### src/rtl/uart_alu_interface_if.sv
// Bundle between the byte-collecting FSM and its UART receiver/transmitter and ALU.
// The master side is the FSM; the slave side is the surrounding UART/ALU environment.
interface uart_alu_interface_if #(
  parameter int NB_DATA = 8,
  parameter int NB_OP   = 6
);
  logic [NB_DATA-1:0] rx_data;
  logic               rx_done_tick;
  logic [NB_DATA-1:0] alu_result;
  logic               tx_done_tick;
  logic [NB_DATA-1:0] alu_a;
  logic [NB_DATA-1:0] alu_b;
  logic [NB_OP-1:0]   alu_op;
  logic [NB_DATA-1:0] tx_data;
  logic               tx_start;
  logic               busy;
  logic               overrun;

  modport master (
    input  rx_data, rx_done_tick, alu_result, tx_done_tick,
    output alu_a, alu_b, alu_op, tx_data, tx_start, busy, overrun
  );

  modport slave (
    output rx_data, rx_done_tick, alu_result, tx_done_tick,
    input  alu_a, alu_b, alu_op, tx_data, tx_start, busy, overrun
  );
endinterface

### src/rtl/uart_alu_interface.sv
// Collects A, B, opcode bytes from the UART, latches the ALU result and launches one tx frame;
// tx_start fires 2 cycles after the opcode tick; bytes arriving while busy are dropped with an overrun pulse.
module uart_alu_interface #(
  parameter int NB_DATA = 8,
  parameter int NB_OP   = 6
) (
  input  logic                  i_clock,
  input  logic                  i_reset,
  uart_alu_interface_if.master  bus
);

  typedef enum logic [2:0] {
    WAIT_A,
    WAIT_B,
    WAIT_OP,
    CAPTURE,
    SEND,
    WAIT_TX
  } state_t;

  state_t             state;
  state_t             state_next;
  logic               load_a;
  logic               load_b;
  logic               load_op;
  logic               load_tx;
  logic               drop;

  logic [NB_DATA-1:0] alu_a_q;
  logic [NB_DATA-1:0] alu_b_q;
  logic [NB_OP-1:0]   alu_op_q;
  logic [NB_DATA-1:0] tx_data_q;
  logic               tx_start_q;
  logic               overrun_q;

  always_comb begin
    state_next = state;
    load_a     = 1'b0;
    load_b     = 1'b0;
    load_op    = 1'b0;
    load_tx    = 1'b0;
    drop       = 1'b0;
    case (state)
      WAIT_A: begin
        if (bus.rx_done_tick) begin
          load_a     = 1'b1;
          state_next = WAIT_B;
        end
      end
      WAIT_B: begin
        if (bus.rx_done_tick) begin
          load_b     = 1'b1;
          state_next = WAIT_OP;
        end
      end
      WAIT_OP: begin
        if (bus.rx_done_tick) begin
          load_op    = 1'b1;
          state_next = CAPTURE;
        end
      end
      CAPTURE: begin
        load_tx    = 1'b1;
        drop       = bus.rx_done_tick;
        state_next = SEND;
      end
      SEND: begin
        drop       = bus.rx_done_tick;
        state_next = WAIT_TX;
      end
      WAIT_TX: begin
        // A byte landing on the same cycle as tx completion is still dropped.
        drop = bus.rx_done_tick;
        if (bus.tx_done_tick) begin
          state_next = WAIT_A;
        end
      end
      default: state_next = WAIT_A;
    endcase
  end

  always_ff @(posedge i_clock or negedge i_reset) begin
    if (!i_reset) begin
      state      <= WAIT_A;
      alu_a_q    <= '0;
      alu_b_q    <= '0;
      alu_op_q   <= '0;
      tx_data_q  <= '0;
      tx_start_q <= 1'b0;
      overrun_q  <= 1'b0;
    end else begin
      state <= state_next;
      if (load_a) begin
        alu_a_q <= bus.rx_data;
      end
      if (load_b) begin
        alu_b_q <= bus.rx_data;
      end
      if (load_op) begin
        alu_op_q <= bus.rx_data[NB_OP-1:0];
      end
      if (load_tx) begin
        tx_data_q <= bus.alu_result;
      end
      // Registered so the pulse coincides with the SEND state.
      tx_start_q <= (state_next == SEND);
      overrun_q  <= drop;
    end
  end

  assign bus.alu_a    = alu_a_q;
  assign bus.alu_b    = alu_b_q;
  assign bus.alu_op   = alu_op_q;
  assign bus.tx_data  = tx_data_q;
  assign bus.tx_start = tx_start_q;
  assign bus.overrun  = overrun_q;
  assign bus.busy     = (state == CAPTURE) || (state == SEND) || (state == WAIT_TX);

endmodule

### src/flat_wrapper.sv
// flat-port wrapper written by rule: the top's interface ports become plain ports
module uart_alu_interface_flat 
#(
  parameter int NB_DATA = 8,
  parameter int NB_OP   = 6
)
  (i_clock, i_reset, bus_rx_data, bus_rx_done_tick, bus_alu_result, bus_tx_done_tick, bus_alu_a, bus_alu_b, bus_alu_op, bus_tx_data, bus_tx_start, bus_busy, bus_overrun);
  uart_alu_interface_if #(.NB_DATA(NB_DATA), .NB_OP(NB_OP)) bus_i ();
  input  logic i_clock;
  input  logic i_reset;
  input wire logic [$bits(bus_i.rx_data)-1:0] bus_rx_data;
  input wire logic [$bits(bus_i.rx_done_tick)-1:0] bus_rx_done_tick;
  input wire logic [$bits(bus_i.alu_result)-1:0] bus_alu_result;
  input wire logic [$bits(bus_i.tx_done_tick)-1:0] bus_tx_done_tick;
  output wire logic [$bits(bus_i.alu_a)-1:0] bus_alu_a;
  output wire logic [$bits(bus_i.alu_b)-1:0] bus_alu_b;
  output wire logic [$bits(bus_i.alu_op)-1:0] bus_alu_op;
  output wire logic [$bits(bus_i.tx_data)-1:0] bus_tx_data;
  output wire logic [$bits(bus_i.tx_start)-1:0] bus_tx_start;
  output wire logic [$bits(bus_i.busy)-1:0] bus_busy;
  output wire logic [$bits(bus_i.overrun)-1:0] bus_overrun;
  assign bus_i.rx_data = bus_rx_data;
  assign bus_i.rx_done_tick = bus_rx_done_tick;
  assign bus_i.alu_result = bus_alu_result;
  assign bus_i.tx_done_tick = bus_tx_done_tick;
  assign bus_alu_a = bus_i.alu_a;
  assign bus_alu_b = bus_i.alu_b;
  assign bus_alu_op = bus_i.alu_op;
  assign bus_tx_data = bus_i.tx_data;
  assign bus_tx_start = bus_i.tx_start;
  assign bus_busy = bus_i.busy;
  assign bus_overrun = bus_i.overrun;
  uart_alu_interface #(.NB_DATA(NB_DATA), .NB_OP(NB_OP)) u_core (.i_clock(i_clock), .i_reset(i_reset), .bus(bus_i));
endmodule
### config.mk
export PLATFORM = sky130hd
export DESIGN_NAME = uart_alu_interface_flat
export DESIGN_NICKNAME = d
export VERILOG_FILES = /design/src/rtl/uart_alu_interface_if.sv /design/src/rtl/uart_alu_interface.sv /design/src/flat_wrapper.sv
export SDC_FILE = /design/constraint.sdc
export NUM_CORES = 1
export LEC_CHECK = 0
export ABC_AREA = 1
export BUFFER_PORTS_ARGS = -buffer_cell sky130_fd_sc_hd__buf_2
export CORE_ASPECT_RATIO = 1.2
export CORE_UTILIZATION = 25
export DETAILED_ROUTE_END_ITERATION = 10
export PLACE_DENSITY = 0.47
export SKIP_LAST_GASP = 1
export SLEW_MARGIN = 25
export SYNTH_ARGS = -nofsm -noshare
export SYNTH_HDL_FRONTEND = slang
export SYNTH_SLANG_ARGS = --single-unit
### constraint.sdc
create_clock -name i_clock -period 1.1 [get_ports i_clock]
set_clock_uncertainty 0.05 [all_clocks]
set_input_delay 0.22 -clock i_clock [delete_from_list [all_inputs] [get_ports i_clock]]
set_output_delay 0.22 -clock i_clock [all_outputs]
set_load 0.005 [all_outputs]
==> results.ini <==
[job]
max-cap-violations=0

[clocking]
ctsHtreeMaxLevel=2
cts_buffers=5
cts-root-buf=clkbuf_8
clkTransAtPathRegs_ns=0.07
cts_sinks=35
clk_latency_ns=0.29
tritoncts=yes
clk_path_buf_depth=2

[place]
io_buffers=52
place_area_mm2=0.00183
dp_slack_ns=-0.0704
finalWeightedCongestion=0.729
hpwlAfterDp_um=2070

[global_route]
grt_usage_pct=11.3
grt_max_degree=36
grt_pass1_wl_um=5200
globalRouteOverflowTotal=0
grt_pass1_vias=1100
antenna_found_initial=0

[power]
peakVddDrop_uv=1360
power_frac_seq_pct=33.8
power.share.clock_pct=21.0
p_leak_uw=0.00125
power_switching_uw=2230
comb_power_share_pct=45.3
power.density_mw_per_mm2=2830
power.internal_uw=4410
p_total_uw=6640
switching_share_pct=33.6

[layout]
syn_to_final_growth_pct=65.4
nets=245
n_antenna_cell=0
stdcell_area_mm2=0.00234
finish.utilization_pct=43.6
drive_above_1_share_pct=60.6

[drt]
drt_wl_total_um=3470
first_iter_violations=40
vias=1211
via_per_inst=4.20
wire_per_inst_um=12.0
drtAntennaViolNets=0
drc=10
first_pass_iters=7

[logic_synthesis]
synth_cells=141
synth.net_count=161
yosysWarnings=0
synth_area_per_cell_um2=10.0
netlist_area_mm2=0.00142
synth_cell_type_count=14
ys_seq_elements=35
ys_seq_area_share_pct=61.8

[floorplan]
fp-row-count=29
fp.dieW_um=70.7
start_util_pct=26.4
pin_count=53
die_y_um=84.5
die_area_mm2=0.00597
coreArea_mm2=0.00537

[timing]
holdWs_ns=0.0781
worst_slack_ns=-0.233
rsz0062_at_grt=true
fin_crit_sh_pct=121
drv_slew=0
finalHoldViolCount=0
setup_viol=36
slew_headroom_pct=86.6
worst_pin_slew_ns=0.201
post-route-min-period_ns=1.33
fmax_mhz=750

[critical_path]
r2r.worst_path.cells=6
startpoint_type=flip-flop
regToRegStartpoint=u_core.state[1]
reg2reg_to=u_core.bus.alu_a[2]
cp-end-kind=output pin
worstPathRequired_ns=0.83
worstPathArrival_ns=1.06
cp_max_fo=4
critPathKind=reg2out
reg2reg_slack_ns=-0.21

[hold_path]
hp-start=bus_alu_result[2]
holdPathEnd=u_core.bus.tx_data[2]
hold_path_depth=3
min-delay-path-class=in2reg

[status]
status=finished, violations left
violations=design-rule violations, negative setup slack

-- through the flow --
stage                     cells  setup TNS, ns
after floorplan             141        -0.0662
after global placement      259          -1.08
after detailed placement    259          -1.00
after CTS                   275          -3.97
after global routing        288          -6.42
final                       288          -4.62
-- kinds of logic after synthesis --
group | count (synthesis) | synth area share [%]
buffers and inverters | 18 | 6.63
AND/OR/NAND/NOR | 65 | 18.6
AO/OA/AOI/OAI | 23 | 12.9
flip-flops | 35 | 61.8
-- critical path: stages, from the launching register on --
cell and delay (ns):
dfrtp_2 0.44, nor2_4 0.11, nand2_2 0.06, nand2_1 0.06, buf_2 0.11
-- state kept, by name, indices dropped and copies added (netlist names) --
signal / flops
u_core.bus.alu_b: 8
u_core.state: 3
u_core.bus.tx_data: 8
u_core.bus.tx_start: 1
u_core.bus.alu_op: 6
u_core.bus.overrun: 1
u_core.bus.alu_a: 8
-- timing repair --
action	4_1_cts	5_1_grt
setup endpoints to repair	34	49
resized for setup	5	40
hold buffers	1	0
buffers inserted	6	12
pin swaps	1	5
gates cloned	1	2
endpoints found under the hold margin	35	0
-- cells in the final DEF (no fill, tap or decap) --
cell type / netlist / final
a21oi_1: 1 / 1
o21ai_2: 18 / 18
buf_16: 0 / 1
nand2_1: 57 / 38
nor2_1: 1 / 1
dfrtp_1: 35 / 33
o21ai_1: 4 / 4
dlygate4sd3_1: 0 / 1
buf_4: 1 / 18
nand3_4: 0 / 1
buf_12: 0 / 4
dfrtp_2: 0 / 2
bufinv_16: 0 / 2
clkinvlp_4: 0 / 1
inv_1: 13 / 10
nor2_4: 1 / 3
clkbuf_16: 0 / 2
clkbuf_8: 0 / 5
nand2_2: 2 / 6
nand2_8: 0 / 1
inv_2: 1 / 4
buf_2: 0 / 52
buf_6: 3 / 3
nand2_4: 0 / 14
nand3_1: 2 / 1
-- routing by layer --
layer  vias to the layer above  routed length [um]  GRT usage (%)
met5                         -                   0              0
met4                         0                  39           3.27
met3                         4                 265           4.56
met2                        49                1600           17.8
met1                       553                1560           14.2
li1                        605                   -              -
-- synth_stat cells --
cell     number  area share, %
o21ai_2      18             11
o21ai_1       4            1.4
a21oi_1       1           0.35
nand3_1       2           0.71
buf_6         3            2.4
dfrtp_1      35             62
nand2_2       2           0.88
nor2_1        1           0.26
inv_2         1           0.26
buf_4         1           0.53
inv_1        13            3.4
nor2_2        2           0.88
nand2_1      57             15
nor2_4        1           0.79
-- power by group through the flow --
stage,registers (uW),clock network (uW),logic (uW)
floorplan,2260,0,1060
global placement,2220,0,2010
detailed placement,2210,0,2030
CTS,2170,1440,2290
global route,2300,1480,3310
finish,2240,1390,3000
-- worst max path at each step --
stage | slack, ns | end | startpoint | depth (start not counted)
after detailed placement | -0.07 | u_core.bus.alu_op[3] | u_core.state[2] | 5
after floorplan | -0.01 | u_core.bus.alu_op[1] | u_core.state[2] | 5
after global placement | -0.07 | u_core.bus.alu_op[2] | u_core.state[2] | 5
after global routing | -0.27 | bus_busy | u_core.state[2] | 4
after CTS | -0.26 | bus_busy | u_core.state[2] | 4
final | -0.23 | bus_busy | u_core.state[2] | 4
-- layout make-up --
cell class | count | area, um2
fillers | 532 | 3030
flip-flops and latches | 35 | 878
multi-input cells | 88 | 601
repair buffers | 81 | 597
well taps | 62 | 77.6
clock buffers | 5 | 68.8
clock inverters | 3 | 67.6
inverters | 14 | 52.6
Power figures use the tool's default switching activity.
